<file path="src/rtl/dz_countdown_ctrl_if.sv">
// Signal bundle between the countdown controller, its pulse sources, the digit
// font and the 8x8 red/green matrix.
`timescale 1ns / 1ps

interface dz_countdown_ctrl_if;
  logic       start;
  logic       pause;
  logic       clear;
  logic [7:0] glyph_bits;
  logic [3:0] glyph_idx;
  logic [2:0] glyph_row;
  logic [3:0] cnt;
  logic       done;
  logic [7:0] row;
  logic [7:0] colr;
  logic [7:0] colg;

  // Control/font side: issues pulses, answers font lookups, watches the matrix.
  modport master (
    output start, pause, clear, glyph_bits,
    input  glyph_idx, glyph_row, cnt, done, row, colr, colg
  );

  // Controller side.
  modport slave (
    input  start, pause, clear, glyph_bits,
    output glyph_idx, glyph_row, cnt, done, row, colr, colg
  );
endinterface

</file>
<file path="src/rtl/dz_countdown_ctrl.sv">
// Countdown sequencer for the 8x8 red/green dot-matrix display: run/pause/done
// state machine, tick prescaler, count value, row scan and coloured column drive.
`timescale 1ns / 1ps

module dz_countdown_ctrl #(
  parameter int unsigned TICK_DIV  = 1000,
  parameter int unsigned SCAN_DIV  = 1,
  parameter int unsigned START_VAL = 5
) (
  input logic                clk,
  input logic                rst,
  dz_countdown_ctrl_if.slave bus
);

  localparam int unsigned PW = $clog2(TICK_DIV);
  localparam int unsigned SW = (SCAN_DIV > 1) ? $clog2(SCAN_DIV) : 1;
  localparam logic [PW-1:0] PLast   = PW'(TICK_DIV - 1);
  localparam logic [SW-1:0] SLast   = SW'(SCAN_DIV - 1);
  localparam logic [3:0]    CntInit = 4'(START_VAL);

  typedef enum logic [1:0] {StIdle, StRun, StPause, StDone} state_e;

  state_e        state_q;
  logic [PW-1:0] p_q;
  logic [3:0]    cnt_q;
  logic          blink_q;
  logic          done_q;
  logic [SW-1:0] s_q;
  logic [2:0]    r_q;
  logic [7:0]    row_q;
  logic [7:0]    colr_q;
  logic [7:0]    colg_q;

  logic          tick;
  logic [PW-1:0] p_next;

  assign tick   = (p_q == PLast);
  assign p_next = tick ? '0 : p_q + PW'(1);

  // Run/pause/done sequencing with prescaler, count, blink and done flag.
  always_ff @(posedge clk) begin
    if (rst || bus.clear) begin
      state_q <= StIdle;
      cnt_q   <= CntInit;
      p_q     <= '0;
      blink_q <= 1'b1;
      done_q  <= 1'b0;
    end else begin
      case (state_q)
        StIdle: begin
          if (bus.start) begin
            state_q <= StRun;
            cnt_q   <= CntInit;
            p_q     <= '0;
          end
        end
        StRun: begin
          if (bus.pause) begin
            // Prescaler freezes, even on a coincident tick.
            state_q <= StPause;
          end else if (cnt_q == 4'd0) begin
            // Zero reload value: finish without waiting for a tick.
            state_q <= StDone;
            done_q  <= 1'b1;
            blink_q <= 1'b1;
            p_q     <= '0;
          end else begin
            p_q <= p_next;
            if (tick) begin
              cnt_q <= cnt_q - 4'd1;
              if (cnt_q == 4'd1) begin
                state_q <= StDone;
                done_q  <= 1'b1;
                blink_q <= 1'b1;
              end
            end
          end
        end
        StPause: begin
          if (bus.pause) begin
            state_q <= StRun;
          end
        end
        StDone: begin
          if (bus.start) begin
            state_q <= StRun;
            cnt_q   <= CntInit;
            p_q     <= '0;
            done_q  <= 1'b0;
          end else begin
            p_q <= p_next;
            if (tick) begin
              blink_q <= ~blink_q;
            end
          end
        end
        default: state_q <= StIdle;
      endcase
    end
  end

  // Free-running row scan and registered row/column drive coloured by state.
  always_ff @(posedge clk) begin
    if (rst) begin
      s_q    <= '0;
      r_q    <= 3'd0;
      row_q  <= 8'hFF;
      colr_q <= 8'h00;
      colg_q <= 8'h00;
    end else begin
      if (s_q == SLast) begin
        s_q <= '0;
        r_q <= r_q + 3'd1;
      end else begin
        s_q <= s_q + SW'(1);
      end
      row_q <= ~(8'b1 << r_q);
      case (state_q)
        StIdle: begin
          colr_q <= bus.glyph_bits;
          colg_q <= bus.glyph_bits;
        end
        StRun: begin
          colr_q <= 8'h00;
          colg_q <= bus.glyph_bits;
        end
        StPause: begin
          colr_q <= bus.glyph_bits;
          colg_q <= 8'h00;
        end
        default: begin
          colr_q <= blink_q ? bus.glyph_bits : 8'h00;
          colg_q <= 8'h00;
        end
      endcase
    end
  end

  assign bus.glyph_idx = cnt_q;
  assign bus.glyph_row = r_q;
  assign bus.cnt       = cnt_q;
  assign bus.done      = done_q;
  assign bus.row       = row_q;
  assign bus.colr      = colr_q;
  assign bus.colg      = colg_q;

endmodule

</file>
<file path="src/flat_wrapper.sv">
// flat-port wrapper written by rule: the top's interface ports become plain ports
module dz_countdown_ctrl_flat 
#(
  parameter int unsigned TICK_DIV  = 1000,
  parameter int unsigned SCAN_DIV  = 1,
  parameter int unsigned START_VAL = 5
)
  (clk, rst, bus_start, bus_pause, bus_clear, bus_glyph_bits, bus_glyph_idx, bus_glyph_row, bus_cnt, bus_done, bus_row, bus_colr, bus_colg);
  dz_countdown_ctrl_if bus_i ();
  input logic clk;
  input logic rst;
  input wire logic [$bits(bus_i.start)-1:0] bus_start;
  input wire logic [$bits(bus_i.pause)-1:0] bus_pause;
  input wire logic [$bits(bus_i.clear)-1:0] bus_clear;
  input wire logic [$bits(bus_i.glyph_bits)-1:0] bus_glyph_bits;
  output wire logic [$bits(bus_i.glyph_idx)-1:0] bus_glyph_idx;
  output wire logic [$bits(bus_i.glyph_row)-1:0] bus_glyph_row;
  output wire logic [$bits(bus_i.cnt)-1:0] bus_cnt;
  output wire logic [$bits(bus_i.done)-1:0] bus_done;
  output wire logic [$bits(bus_i.row)-1:0] bus_row;
  output wire logic [$bits(bus_i.colr)-1:0] bus_colr;
  output wire logic [$bits(bus_i.colg)-1:0] bus_colg;
  assign bus_i.start = bus_start;
  assign bus_i.pause = bus_pause;
  assign bus_i.clear = bus_clear;
  assign bus_i.glyph_bits = bus_glyph_bits;
  assign bus_glyph_idx = bus_i.glyph_idx;
  assign bus_glyph_row = bus_i.glyph_row;
  assign bus_cnt = bus_i.cnt;
  assign bus_done = bus_i.done;
  assign bus_row = bus_i.row;
  assign bus_colr = bus_i.colr;
  assign bus_colg = bus_i.colg;
  dz_countdown_ctrl #(.TICK_DIV(TICK_DIV), .SCAN_DIV(SCAN_DIV), .START_VAL(START_VAL)) u_core (.clk(clk), .rst(rst), .bus(bus_i));
endmodule
</file>
<file path="config.mk">
export PLATFORM = sky130hd
export DESIGN_NAME = dz_countdown_ctrl_flat
export DESIGN_NICKNAME = d
export VERILOG_FILES = /design/src/rtl/dz_countdown_ctrl_if.sv /design/src/rtl/dz_countdown_ctrl.sv /design/src/flat_wrapper.sv
export SDC_FILE = /design/constraint.sdc
export NUM_CORES = 1
export LEC_CHECK = 0
export CORE_AREA = 2 2 59 84
export CTS_CLUSTER_DIAMETER = 80
export CTS_CLUSTER_SIZE = 30
export DETAILED_ROUTE_END_ITERATION = 6
export DIE_AREA = 0 0 61 86
export PLACE_DENSITY = 0.76
export SETUP_SLACK_MARGIN = 0.4
export SLEW_MARGIN = 20
export SYNTH_ARGS = -nofsm -noshare
export SYNTH_HDL_FRONTEND = slang
export SYNTH_SLANG_ARGS = --single-unit
</file>
<file path="constraint.sdc">
create_clock -name clk -period 2.1 [get_ports clk]
set_input_delay 0.315 -clock clk [delete_from_list [all_inputs] [get_ports clk]]
set_output_delay 0.315 -clock clk [all_outputs]
set_load 0.01 [all_outputs]
</file>
==> metrics.md <==
| Metric | Value |
|---|---|
| Syn Inst Count | 219 |
| Critical hold path startpoint | u_core.state_q[1]$_SDFFE_PP0P_ |
| Number of buffers added to fix hold violations after cts | 0 |
| Total of max-cap violations | 0 |
| Vias after detailed routing | 1,802 |
| CP Data Arrival Time | 1.90 ns |
| Sequential share of power | 49.5% |
| Vias in the first global route | 1,660 |
| Register clock-pin slew on the reported worst setup and hold paths | 0.09 ns |
| Combinational share of power | 15.4% |
| Final clock period utilization by the worst path | 83.3% |
| Skew final | 0.00572 ns |
| Switching part of the total | 24.6% |
| Wire length of the first global-routing pass | 7380 um |
| Worst hold path cell count | 2 |
| Logic depth of the worst register-to-register path | 6 |
| Clock latency on the worst-skew pair | 0.30 ns |
| Status | finished clean |
| Sequential cell area fraction in the yosys report | 43.1% |
| Synth Cell Area | 2140 um^2 |
| Number of buffers created by CTS | 5 |
| Port bufs | 48 |
| Switching Power | 458 uW |
| Pint | 1.41 mW |
| Async SR Flop Fraction | 0% |
| Number of enable flip-flop cells after synthesis | 0 |
| Worst ir drop on vdd | 504 uV |
| P&R area growth vs syn | 43.7% |
| Final RePlAce weighted congestion | 0.848 |
| Detailed-router iteration count before antenna repair | 4 |
| Most used DFF post-synth | dfxtp_1 |
| Kind of capture point of the worst setup path | register |
| Highest attainable clock frequency | 571 MHz |
| Hold-critical path endpoint | u_core.state_q[1]$_SDFFE_PP0P_ |
| Number of buffers between clock root and the deepest sink | 2 |
| Cell at the root of the clock tree | clkbuf_8 |
| Kind of start point of the critical path | register |
| Area of the die | 5250 um^2 |
| Total number of H-tree levels | 2 |
| Share of final-layout standard cells stronger than drive strength 1 | 26.3% |
| Routed vias/inst | 5.19 |
| Count of antenna-violating nets left after detailed routing | 0 |
| Setup slack of the worst register-to-register path | 0.35 ns |
| Die height | 86 um |
| Number of rows in the core area | 29 |
| Die W | 61 um |
| CP Max Fanout | 5 |
| Final core utilization | 68.8% |
| FF+latch count, synth | 46 |
| Number of distinct library cells after synthesis | 51 |
| Area used by sequential logic in the layout | 948 um^2 |
| Initial Util | 47.9% |
| Clock tree from TritonCTS | yes |
| Critical register-to-register path endpoint | u_core.bus.cnt[2]$_SDFFE_PP1P_ |
| Post-route DRC violation count | 0 |
| Remaining global-route overflow | 0 |
| Final setup violation count | 0 |
| Clock tree sinks | 46 |
| Number of top-level design ports | 49 |
| DR WL/cell | 13.9 um |
| Min Clock Period, post-route | 1.75 ns |
| Overall fraction of global-route tracks in use | 18.5% |
| Fraction of power consumed by the clock network | 35.1% |
| Final number of hold-violating endpoints | 0 |
| Count of nets after finishing | 312 |
| Number of diodes | 0 |
| Largest net degree at the start of global routing | 20 |
| Fillcell total | 359 |
| Worst path required time | 2.25 ns |
| Area used by multi-input combinational logic | 1250 um^2 |
| Drt total wl | 4830 um |
| Placeable core region | 4460 um^2 |
| Half-perimeter wire length after placement | 3150 um |
| Synth Net Count | 247 |
| Worst reg2reg startpoint | u_core.state_q[0]$_SDFFE_PP0P_ |
| Yosys warnings | 0 |
| P_leak | 1.14 nW |
| Number of antenna violations at the first check in global routing | 0 |
| Unrepaired setup endpoints after global routing | yes |
| Most used cells in the layout excluding fill and tap cells | 48 x clkdlybuf4s50_1, 36 x dfxtp_1, 26 x nor2_1 |
| Hold Crit Class | register to register |
| Power density normalized to cell area | 607 nW/um^2 |
| Initial drt markers | 73 |
| Start-to-end type of the worst setup path | register to register |
| Max Transition Viols Final | 0 |
| Setup TNS after final layout | 0 ns |
| Most common library cell in the layout ignoring fill and taps | clkdlybuf4s50_1 |
| Avg Cell Area, Syn | 9.76 um^2 |
[flip-flops by register name, summed over array words and instances, names as in the netlist]
| name | flops |
|---|---|
| u_core.p_q | 10 |
| u_core.s_q | 1 |
| u_core.bus.cnt | 4 |
| u_core.state_q | 2 |
| u_core.bus.colr | 8 |
| u_core.bus.colg | 8 |
| u_core.bus.row | 8 |
| u_core.bus.done | 1 |
| u_core.bus.glyph_row | 3 |
| u_core.blink_q | 1 |
[kinds of logic after synthesis]
logic type / share of synthesized area (%)
compound gates: 10.7
xor+xnor: 3.69
fa+ha+maj: 8.78
buf+inv: 5.32
flops: 43.1
mux: 1.40
other cells: 0.175
simple gates: 26.9
[power groups by stage]
stage / Sequential, mW / Clock [mW] / Combinational [mW]
finish: 0.922 / 0.654 / 0.288
global route: 0.926 / 0.707 / 0.310
CTS: 0.926 / 0.665 / 0.270
detailed placement: 0.947 / 0 / 0.252
global placement: 0.946 / 0 / 0.249
floorplan: 0.960 / 0 / 0.121
[worst max-delay path, cell delays in order, from the launching register on]
cell,delay [ns]
dfxtp_4,0.38
inv_2,0.09
ha_2,0.31
nor2_1,0.26
nor2_2,0.10
a311oi_1,0.36
a41oi_1,0.10
[worst max-delay path by stage]
stage | to | slack [ns] | from | depth (start not counted)
after floorplan | u_core.p_q[7]$_SDFFE_PP0P_ | 0.41 | u_core.state_q[1]$_SDFFE_PP0P_ | 8
final | u_core.bus.cnt[2]$_SDFFE_PP1P_ | 0.35 | u_core.state_q[0]$_SDFFE_PP0P_ | 6
after detailed placement | u_core.p_q[9]$_SDFFE_PP0P_ | 0.10 | bus_start | 5
after global routing | u_core.bus.cnt[2]$_SDFFE_PP1P_ | 0.24 | u_core.state_q[0]$_SDFFE_PP0P_ | 6
after global placement | u_core.p_q[9]$_SDFFE_PP0P_ | 0.15 | bus_start | 5
after CTS | u_core.p_q[1]$_SDFFE_PP0P_ | 0.40 | u_core.bus.cnt[0]$_SDFFE_PP1P_ | 7
[layer usage]
metal / vias to the layer above / part of all wire, % / global-route usage (%)
met5: - / 0 / 0
met4: 0 / 2.8 / 8.50
met3: 12 / 6.0 / 6.33
met2: 49 / 52 / 31.2
met1: 857 / 39 / 20.1
li1: 884 / - / -
[cell type report]
type                    count  area share (%)
clock buffers               6            2.36
clock inverters             2            1.22
multi-input cells         151            40.9
flip-flops and latches     46            30.9
well taps                  62            2.53
repair buffers             68            20.5
inverters                  12            1.63
[Yosys cell counts (all sizes together) (3+ instances only)]
| master | number | area [um^2] |
|---|---|---|
| nand3 | 5 | 37.5 |
| inv | 12 | 45.0 |
| or3 | 3 | 18.8 |
| nand2 | 13 | 51.3 |
| clkbuf | 3 | 11.3 |
| mux2i | 3 | 30.0 |
| xnor2 | 8 | 70.1 |
| nor2 | 28 | 105 |
| nand2b | 13 | 81.3 |
| nor3 | 14 | 85.1 |
| ha | 15 | 188 |
| nand4 | 3 | 18.8 |
| nor4 | 6 | 67.6 |
| dfxtp | 46 | 921 |
| a21oi | 5 | 25.0 |
| nor3b | 3 | 22.5 |
| buf | 7 | 57.6 |
| a211oi | 4 | 35.0 |
[stage by stage]
| step | power (mW) | std cells | worst slack, ns | hold slack [ns] | instance area (um^2) |
|---|---|---|---|---|---|
| floorplan | 1.08 | 219 | 0.415 | 0.463 | 2150 |
| global placement | 1.19 | 324 | 0.146 | 0.475 | 2680 |
| detailed placement | 1.20 | 324 | 0.103 | 0.489 | 2680 |
| CTS | 1.86 | 337 | 0.399 | 0.502 | 2880 |
| global route | 1.94 | 347 | 0.243 | 0.554 | 3070 |
| finish | 1.86 | 347 | 0.350 | 0.527 | 3070 |
[repair_timing]
action                     CTS  global route
pin swaps                    3             9
setup endpoints to repair   26            22
buffers inserted             5            10
resized for setup           16            30
(Power assumes the default switching activity.)
==> edit (same flow settings) <==
The 4 states of `state_e` get a one-hot encoding in 4 bits.
--- a/src/rtl/dz_countdown_ctrl.sv
+++ b/src/rtl/dz_countdown_ctrl.sv
@@ -20,3 +20,3 @@
 
-  typedef enum logic [1:0] {StIdle, StRun, StPause, StDone} state_e;
+  typedef enum logic [3:0] {StIdle = 4'b0001, StRun = 4'b0010, StPause = 4'b0100, StDone = 4'b1000} state_e;
 
Formal check against the unedited RTL: same outputs for any inputs over 10 cycles, from zero or initial values and one cycle with rst high; not proved beyond that.
==> edit against the original RTL <==
- first-iteration DRC count shrank 5.5%
- cell area grew 3.6%
- total power grew 7.8%
- clock skew grew 7.2 ps
- critical path depth grew 1
- sequential power grew 3.9%
- hold slack lost 3.9 ps
- worst setup slack lost 280 ps
- sequential cell count grew 2
- synthesized area grew 0.94%
- wire length grew 4.0%
==> edit: results (changes against the original RTL) <==
<table>
<tr><th>Metric</th><th>Value</th></tr>
<tr><th colspan="2">STA</th></tr>
<tr><td>Fin Hold WS</td><td>523.4 ps (was 527.4 ps)</td></tr>
<tr><th colspan="2">Setup path</th></tr>
<tr><td>Critical Path AT</td><td>2270 ps (was 1900 ps)</td></tr>
<tr><td>R2r setup slk</td><td>70 ps (was 350 ps)</td></tr>
<tr><td>Largest fanout on the critical path</td><td>3 (was 5)</td></tr>
<tr><th colspan="2">Place</th></tr>
<tr><td>Post-placement setup slack</td><td>-112.7 ps (was 102.8 ps)</td></tr>
<tr><td>DP HPWL</td><td>3.292 mm (was 3.148 mm)</td></tr>
<tr><td>Placed Cells</td><td>342 (was 324)</td></tr>
<tr><th colspan="2">Synth</th></tr>
<tr><td>Most numerous cell types in the synthesized netlist</td><td>sky130_fd_sc_hd__dfxtp_1, sky130_fd_sc_hd__nor2_1, sky130_fd_sc_hd__nand2_1 (was sky130_fd_sc_hd__dfxtp_1, sky130_fd_sc_hd__nor2_1, sky130_fd_sc_hd__ha_1)</td></tr>
<tr><td>Mean post-synth cell area</td><td>9.384 sq um (was 9.764 sq um)</td></tr>
<tr><td>Sequential cell area fraction in the yosys report</td><td>44.52% (was 43.07%)</td></tr>
<tr><td>Adder-cell share of the synthesized area</td><td>5.217% (was 8.777%)</td></tr>
<tr><th colspan="2">Route</th></tr>
<tr><td>Met3 wirelength from detailed routing</td><td>227 um (was 289 um)</td></tr>
<tr><td>Initial drt markers</td><td>69 (was 73)</td></tr>
<tr><td>Total Routed Length</td><td>5.023 mm (was 4.832 mm)</td></tr>
<tr><td>Met2 layer wire length in the routed design</td><td>2.650 mm (was 2.525 mm)</td></tr>
<tr><th colspan="2">Global routing</th></tr>
<tr><td>Met2 usage</td><td>33.33% (was 31.18%)</td></tr>
<tr><td>All-layer global routing usage</td><td>19.31% (was 18.45%)</td></tr>
<tr><td>Pin count of the biggest net entering global routing</td><td>17 (was 20)</td></tr>
<tr><th colspan="2">Worst hold path</th></tr>
<tr><td>Hold wc startpoint</td><td>u_core.p_q[1] (was u_core.state_q[1])</td></tr>
<tr><th colspan="2">Outcome</th></tr>
<tr><td>Run status</td><td>finished, final reports clean (unchanged)</td></tr>
</table>
-- edit: changes by cell type in the layout (fill, tap and decap cells not counted), moves of 4 or more --
cell,unedited run,this run
sky130_fd_sc_hd__and2_1,0,16
sky130_fd_sc_hd__nor2_1,26,17
sky130_fd_sc_hd__nand2b_1,12,4
sky130_fd_sc_hd__nor3_1,11,3
sky130_fd_sc_hd__buf_6,0,6
sky130_fd_sc_hd__dfxtp_1,36,42
sky130_fd_sc_hd__xnor2_1,8,2
sky130_fd_sc_hd__and3_1,0,5
sky130_fd_sc_hd__nand2_1,12,17
sky130_fd_sc_hd__a32o_1,1,5
sky130_fd_sc_hd__nor3b_1,1,5
sky130_fd_sc_hd__o21a_1,0,4
sky130_fd_sc_hd__o21ai_0,0,4
-- edit: what timing repair did --
| item | CTS | global route |
|---|---|---|
| pin swaps | 21 | 8 |
| gates resized for setup | 34 | 10 |
| setup endpoints to repair | 18 | 20 |
| setup buffers | 11 | 1 |
-- edit: kinds of logic (layout without fill, tap and decap cells) --
kind of cell    after synthesis  count (layout)
compound gates               44              44
xor+xnor                      4               4
fa+ha+maj                     9               9
buf+inv                      22              92
flops                        48              48
mux                           3               3
other cells                   1               1
simple gates                 99              99
-- edit: layout make-up --
type,instances,area (sq um)
clock buffers,5,68.82
clock inverters,3,68.82
fillers,344,1280
inverters,9,36.28
multi-input cells,160,1244
flip-flops and latches,48,978.4
well taps,62,77.57
repair buffers,75,709.4
-- edit: power by group --
group | leakage, nW | internal [mW] | switching (mW)
clock | 0.0687 | 0.479 | 0.322
combinational | 0.733 | 0.140 | 0.111
sequential | 0.395 | 0.938 | 0.0195
-- edit: critical path, delay by kind of cell, from the launching register on --
family          cells  cell delay (ps)
simple gates        2              780
buf+inv             1               60
compound gates      3              660
flops               1              360
fa+ha+maj           1              110
